<file path="src/rtl/irq_pkg.sv">
// Shared definitions for the interrupt request-capture stage:
// index-width derivation and the offer FSM state encoding.
package irq_pkg;

  typedef enum logic {
    IDLE  = 1'b0,
    OFFER = 1'b1
  } state_t;

  // Index width for n request lines; a single line still needs one bit.
  function automatic int idx_w(input int n);
    return (n < 2) ? 1 : $clog2(n);
  endfunction

endpackage

</file>
<file path="src/rtl/irq_sync_edge.sv">
// Per-line two-flop synchroniser followed by a delay flop.
// Produces a one-cycle rising-edge pulse for each request line.
module irq_sync_edge #(
  parameter int W = 8
) (
  input  logic         clk,
  input  logic         rst_n,
  input  logic [W-1:0] req,
  output logic [W-1:0] rise
);

  logic [W-1:0] s1, s2, s3;

  always_ff @(posedge clk or negedge rst_n) begin
    if (!rst_n) begin
      s1 <= '0;
      s2 <= '0;
      s3 <= '0;
    end else begin
      s1 <= req;
      s2 <= s1;
      s3 <= s2;
    end
  end

  // A request held high yields a single pulse; it must drop before it can fire again.
  assign rise = s2 & ~s3;

endmodule

</file>
<file path="src/rtl/irq_pend_latch.sv">
// Request-capture stage: sticky pending bits from synchronised rising edges,
// software mask, and a registered highest-index offer with valid/ready handshake.
module irq_pend_latch
  import irq_pkg::*;
#(
  parameter int IN_W  = 8,
  parameter int IDX_W = idx_w(IN_W)
) (
  input  logic             clk,
  input  logic             rst_n,
  input  logic [IN_W-1:0]  req,
  input  logic             mask_we,
  input  logic [IN_W-1:0]  mask_d,
  input  logic             irq_ready,
  input  logic             ovf_clr,
  output logic             irq_valid,
  output logic [IDX_W-1:0] irq_idx,
  output logic [IN_W-1:0]  pend_vec,
  output logic             ovf
);

  logic [IN_W-1:0]  rise;
  logic [IN_W-1:0]  pend;
  logic [IN_W-1:0]  mask;
  logic [IN_W-1:0]  elig;
  logic [IN_W-1:0]  clr_vec;
  logic [IN_W-1:0]  pend_nx;
  logic             accept;
  logic             ovf_set;
  logic             ovf_nx;
  state_t           state, state_nx;
  logic [IDX_W-1:0] idx_nx;
  logic [IDX_W-1:0] sel_idx;

  function automatic logic [IDX_W-1:0] hi_idx(input logic [IN_W-1:0] v);
    logic [IDX_W-1:0] r;
    r = '0;
    for (int i = 0; i < IN_W; i++) begin
      if (v[i]) r = IDX_W'(i);
    end
    return r;
  endfunction

  irq_sync_edge #(.W(IN_W)) u_sync (
    .clk  (clk),
    .rst_n(rst_n),
    .req  (req),
    .rise (rise)
  );

  // Masked lines keep accumulating; the mask only gates selection and status.
  assign elig      = pend & ~mask;
  assign pend_vec  = elig;
  assign irq_valid = (state == OFFER);
  assign accept    = irq_valid & irq_ready;
  assign sel_idx   = hi_idx(elig);

  always_comb begin
    clr_vec = '0;
    if (accept) clr_vec[irq_idx] = 1'b1;
  end

  // A fresh edge beats a same-cycle accept, so the line is re-armed, not lost.
  assign pend_nx = (pend & ~clr_vec) | rise;
  assign ovf_set = |(rise & pend & ~clr_vec);
  assign ovf_nx  = ovf_set | (ovf & ~ovf_clr);

  always_comb begin
    state_nx = state;
    idx_nx   = irq_idx;
    unique case (state)
      IDLE: begin
        if (|elig) begin
          idx_nx   = sel_idx;
          state_nx = OFFER;
        end
      end
      OFFER: begin
        // Offered index is frozen until accepted; no preemption.
        if (irq_ready) state_nx = IDLE;
      end
    endcase
  end

  always_ff @(posedge clk or negedge rst_n) begin
    if (!rst_n) begin
      pend    <= '0;
      mask    <= '0;
      ovf     <= 1'b0;
      state   <= IDLE;
      irq_idx <= '0;
    end else begin
      pend    <= pend_nx;
      ovf     <= ovf_nx;
      state   <= state_nx;
      irq_idx <= idx_nx;
      if (mask_we) mask <= mask_d;
    end
  end

endmodule

</file>
<file path="config.mk">
export PLATFORM = sky130hd
export DESIGN_NAME = irq_pend_latch
export DESIGN_NICKNAME = d
export VERILOG_FILES = /design/src/rtl/irq_pkg.sv /design/src/rtl/irq_sync_edge.sv /design/src/rtl/irq_pend_latch.sv
export SDC_FILE = /design/constraint.sdc
export NUM_CORES = 1
export LEC_CHECK = 0
export BUFFER_PORTS_ARGS = -buffer_cell sky130_fd_sc_hd__buf_4
export CAP_MARGIN = 0
export CORE_MARGIN = 2
export CORE_UTILIZATION = 56
export CTS_BUF_LIST = sky130_fd_sc_hd__clkbuf_8
export CTS_CLUSTER_DIAMETER = 60
export DETAILED_ROUTE_END_ITERATION = 12
export PLACE_DENSITY = 0.89
export RECOVER_POWER = 25
export SYNTH_ARGS = -nofsm -noshare
export SYNTH_HDL_FRONTEND = slang
export SYNTH_SLANG_ARGS = --single-unit
</file>
<file path="constraint.sdc">
create_clock -name clk -period 1.9 [get_ports clk]
set_input_delay 0.38 -clock clk [delete_from_list [all_inputs] [get_ports clk]]
set_output_delay 0.38 -clock clk [all_outputs]
set_load 0.05 [all_outputs]
</file>
==> impl_metrics.env <==
export IMPL_status="finished, final reports clean"
export IMPL_synth_area_top_cells="dfrtp_1 68%, mux2_2 6.8%, inv_1 3.2%"
export IMPL_required_ps=2080
export IMPL_final_hold_violation_count=0
export IMPL_syn_to_final_growth_pct=23.9
export IMPL_cp_cell_sequence="inv_2, o41ai_2, o2111ai_1, or4b_1"
export IMPL_grt_pass1_vias=1104
export IMPL_tightest_slew_ps=1040
export IMPL_rows=19
export IMPL_final_cell_count_no_fill=196
export IMPL_synth_edf_count=0
export IMPL_critPathMaxFanout=7
export IMPL_start_util_pct=59.6
export IMPL_fmax_ghz=0.571
export IMPL_worstSetupStartpointType="flip-flop"
export IMPL_syn_nets=146
export IMPL_path_clk_slew_ps=80
export IMPL_grt_setup_unrepaired="no"
export IMPL_cts_resized=0
export IMPL_netlist_area_mm2=0.00166
export IMPL_drv_slew=0
export IMPL_drive_gt1_share_pct=39.4
export IMPL_dpl_cell_area_mm2=0.00196
export IMPL_ys_ff_latch=45
export IMPL_clk_latency_ps=300
export IMPL_die_w_um=58.4
export IMPL_syn_inst=125
export IMPL_slowest_stage="or4b_1"
export IMPL_yosysUniqueCellTypes=32
export IMPL_drt_iter0_drc=19
export IMPL_cpLargestDelayFamily="compound AO/OA/AOI/OAI gates"
export IMPL_syn_avg_cell_area_um2=13.3
export IMPL_post_cts_setup_buffer_count=0
export IMPL_cts_hold_buffers=0
export IMPL_grt_overflow_total=0
export IMPL_crit_arrival_ps=1930
export IMPL_final_area_mm2=0.00205
export IMPL_synth_top_cell_by_area="dfrtp_1"
export IMPL_cap_violations=0
export IMPL_core_mm2=0.00278
export IMPL_antenna_found_initial=0
export IMPL_cts_sinks=45
export IMPL_via_count=1098
export IMPL_irDropWorstVdd_uv=1070
export IMPL_final_core_util_pct=73.9
export IMPL_synthArstFlopShare_pct=100
export IMPL_die_area_mm2=0.00341
export IMPL_grt_pass1_wl_um=4930
export IMPL_p_leak_nw=0.958
export IMPL_drc=0
export IMPL_ant_nets=0
export IMPL_final_setup_skew_ps=2.23
export IMPL_crit_buf_inv=1
export IMPL_power_density_mw_per_mm2=1210
export IMPL_crit_type="flip-flop to flip-flop"
export IMPL_period_share_pct=92.1
export IMPL_htree_levels=2
export IMPL_wl_per_cell_um=15.3
export IMPL_die_h_um=58.4
export IMPL_end_kind="flip-flop"
export IMPL_grt_max_degree=46
export IMPL_fin_setup_tns_ps=0
export IMPL_routed_wl_um=3000
export IMPL_num_antenna_cells=0
export IMPL_synth_top_area_share_pct=67.9
export IMPL_yosys_warnings=0
export IMPL_min_delay_path_class="input pin to flip-flop"
export IMPL_io_pins=34
export IMPL_cts_buffers=5
export IMPL_ys_seq_area_share_pct=67.9
export IMPL_cts_root_buffer="clkbuf_8"
export IMPL_cts_tree="built"
export IMPL_ys_flop_type="dfrtp_1"
export IMPL_placed_cells=188
export IMPL_min_period_ps=1750
export IMPL_setup_viol=0
export IMPL_dr_pass1_iters=4
export IMPL_finalNetCount=185
export IMPL_routed_via_density=5.60
export IMPL_max_stage_delay_ps=530
export IMPL_relSlewSlack_pct=30.7
export IMPL_grt_use_total_pct=20.4
export IMPL_io_buffers=33
export IMPL_cts_buffer_depth=2
export IMPL_gp_congestion=0.855
export IMPL_hpwlAfterDp_um=2200
## placed cells by master (no fill, tap or decap), drive strengths merged, types with 3 or more instances in the layout
cell     count
o31ai        3
mux2        10
a21oi        3
dfrtp       45
nor2b        7
o2111ai      3
clkbuf      14
nand2        4
inv         16
buf         25
o21ai        8
## cells in the mapped netlist, types with 2 or more instances
master	number
nand4_1	2
o31ai_1	3
inv_1	14
nor4_1	2
nor2b_1	7
nand3_1	2
a21oi_1	3
nand2b_1	2
nand2_1	4
nor2_1	2
o21ai_0	8
mux2_2	10
dfrtp_1	45
o2111ai_1	3
## cells by family after synthesis
logic type	Yosys count	synth area share (%)
AO/OA/AOI/OAI	26	11.3
buffers and inverters	17	3.92
flip-flops	45	67.9
multiplexers	11	7.40
AND/OR/NAND/NOR	26	9.43
## layer usage
metal	track usage, %	wire length [µm]
met3	8.13	161
met5	0	0
met1	25.2	1250
met4	7.97	47
met2	32.4	1540
## registers in the layout, summed over array words and instances (netlist names)
signal,flops
mask,8
pend,8
u_sync.s1,8
u_sync.s2,8
u_sync.s3,8
irq_idx,3
irq_valid,1
ovf,1
## worst reg2reg max path: cells and delay by family, from the launching register on
kind | cells | cell delay (ps)
and+or+nand+nor | 1 | 530
DFF | 1 | 450
AOI/OAI and AO/OA | 2 | 560
buffers and inverters | 1 | 90
## through the flow
stage	power [mW]	worst slack [ps]	hold WS, ps
3_5_place_dp	1.90	161	337
2_1_floorplan	1.66	76.2	84.4
4_1_cts	2.50	149	63.7
6_report	2.48	149	202
3_3_place_gp	1.88	262	332
5_1_grt	2.61	47.4	176
## final timing paths
check / start / end / slack (ps) / depth (start not counted)
max in group asynchronous: rst_n / irq_idx[1] / 960 / 1
setup reg to reg: irq_idx[2] / ovf / 150 / 4
setup / recovery: irq_idx[2] / ovf / 150 / 4
min in group asynchronous: rst_n / mask[0] / 250 / 1
hold reg to reg: u_sync.s1[2] / u_sync.s2[2] / 350 / 0
hold / removal: req[5] / u_sync.s1[5] / 200 / 1
## report_power, final
| part | internal, mW | switching [mW] |
|---|---|---|
| logic | 0.247 | 0.435 |
| registers | 1.08 | 0.128 |
| clock network | 0.265 | 0.327 |
| total | 1.59 | 0.891 |
## final cells by class
| type | instances | area [µm²] |
|---|---|---|
| Sequential cell | 45 | 1130 |
| Fill cell | 183 | 727 |
| Multi-Input combinational cell | 63 | 482 |
| Timing Repair Buffer | 34 | 253 |
| Clock buffer | 5 | 68.8 |
| Inverter | 15 | 56.3 |
| Tap cell | 31 | 38.8 |
| Clock inverter | 3 | 25.0 |
Power figures use the tool's default switching activity.
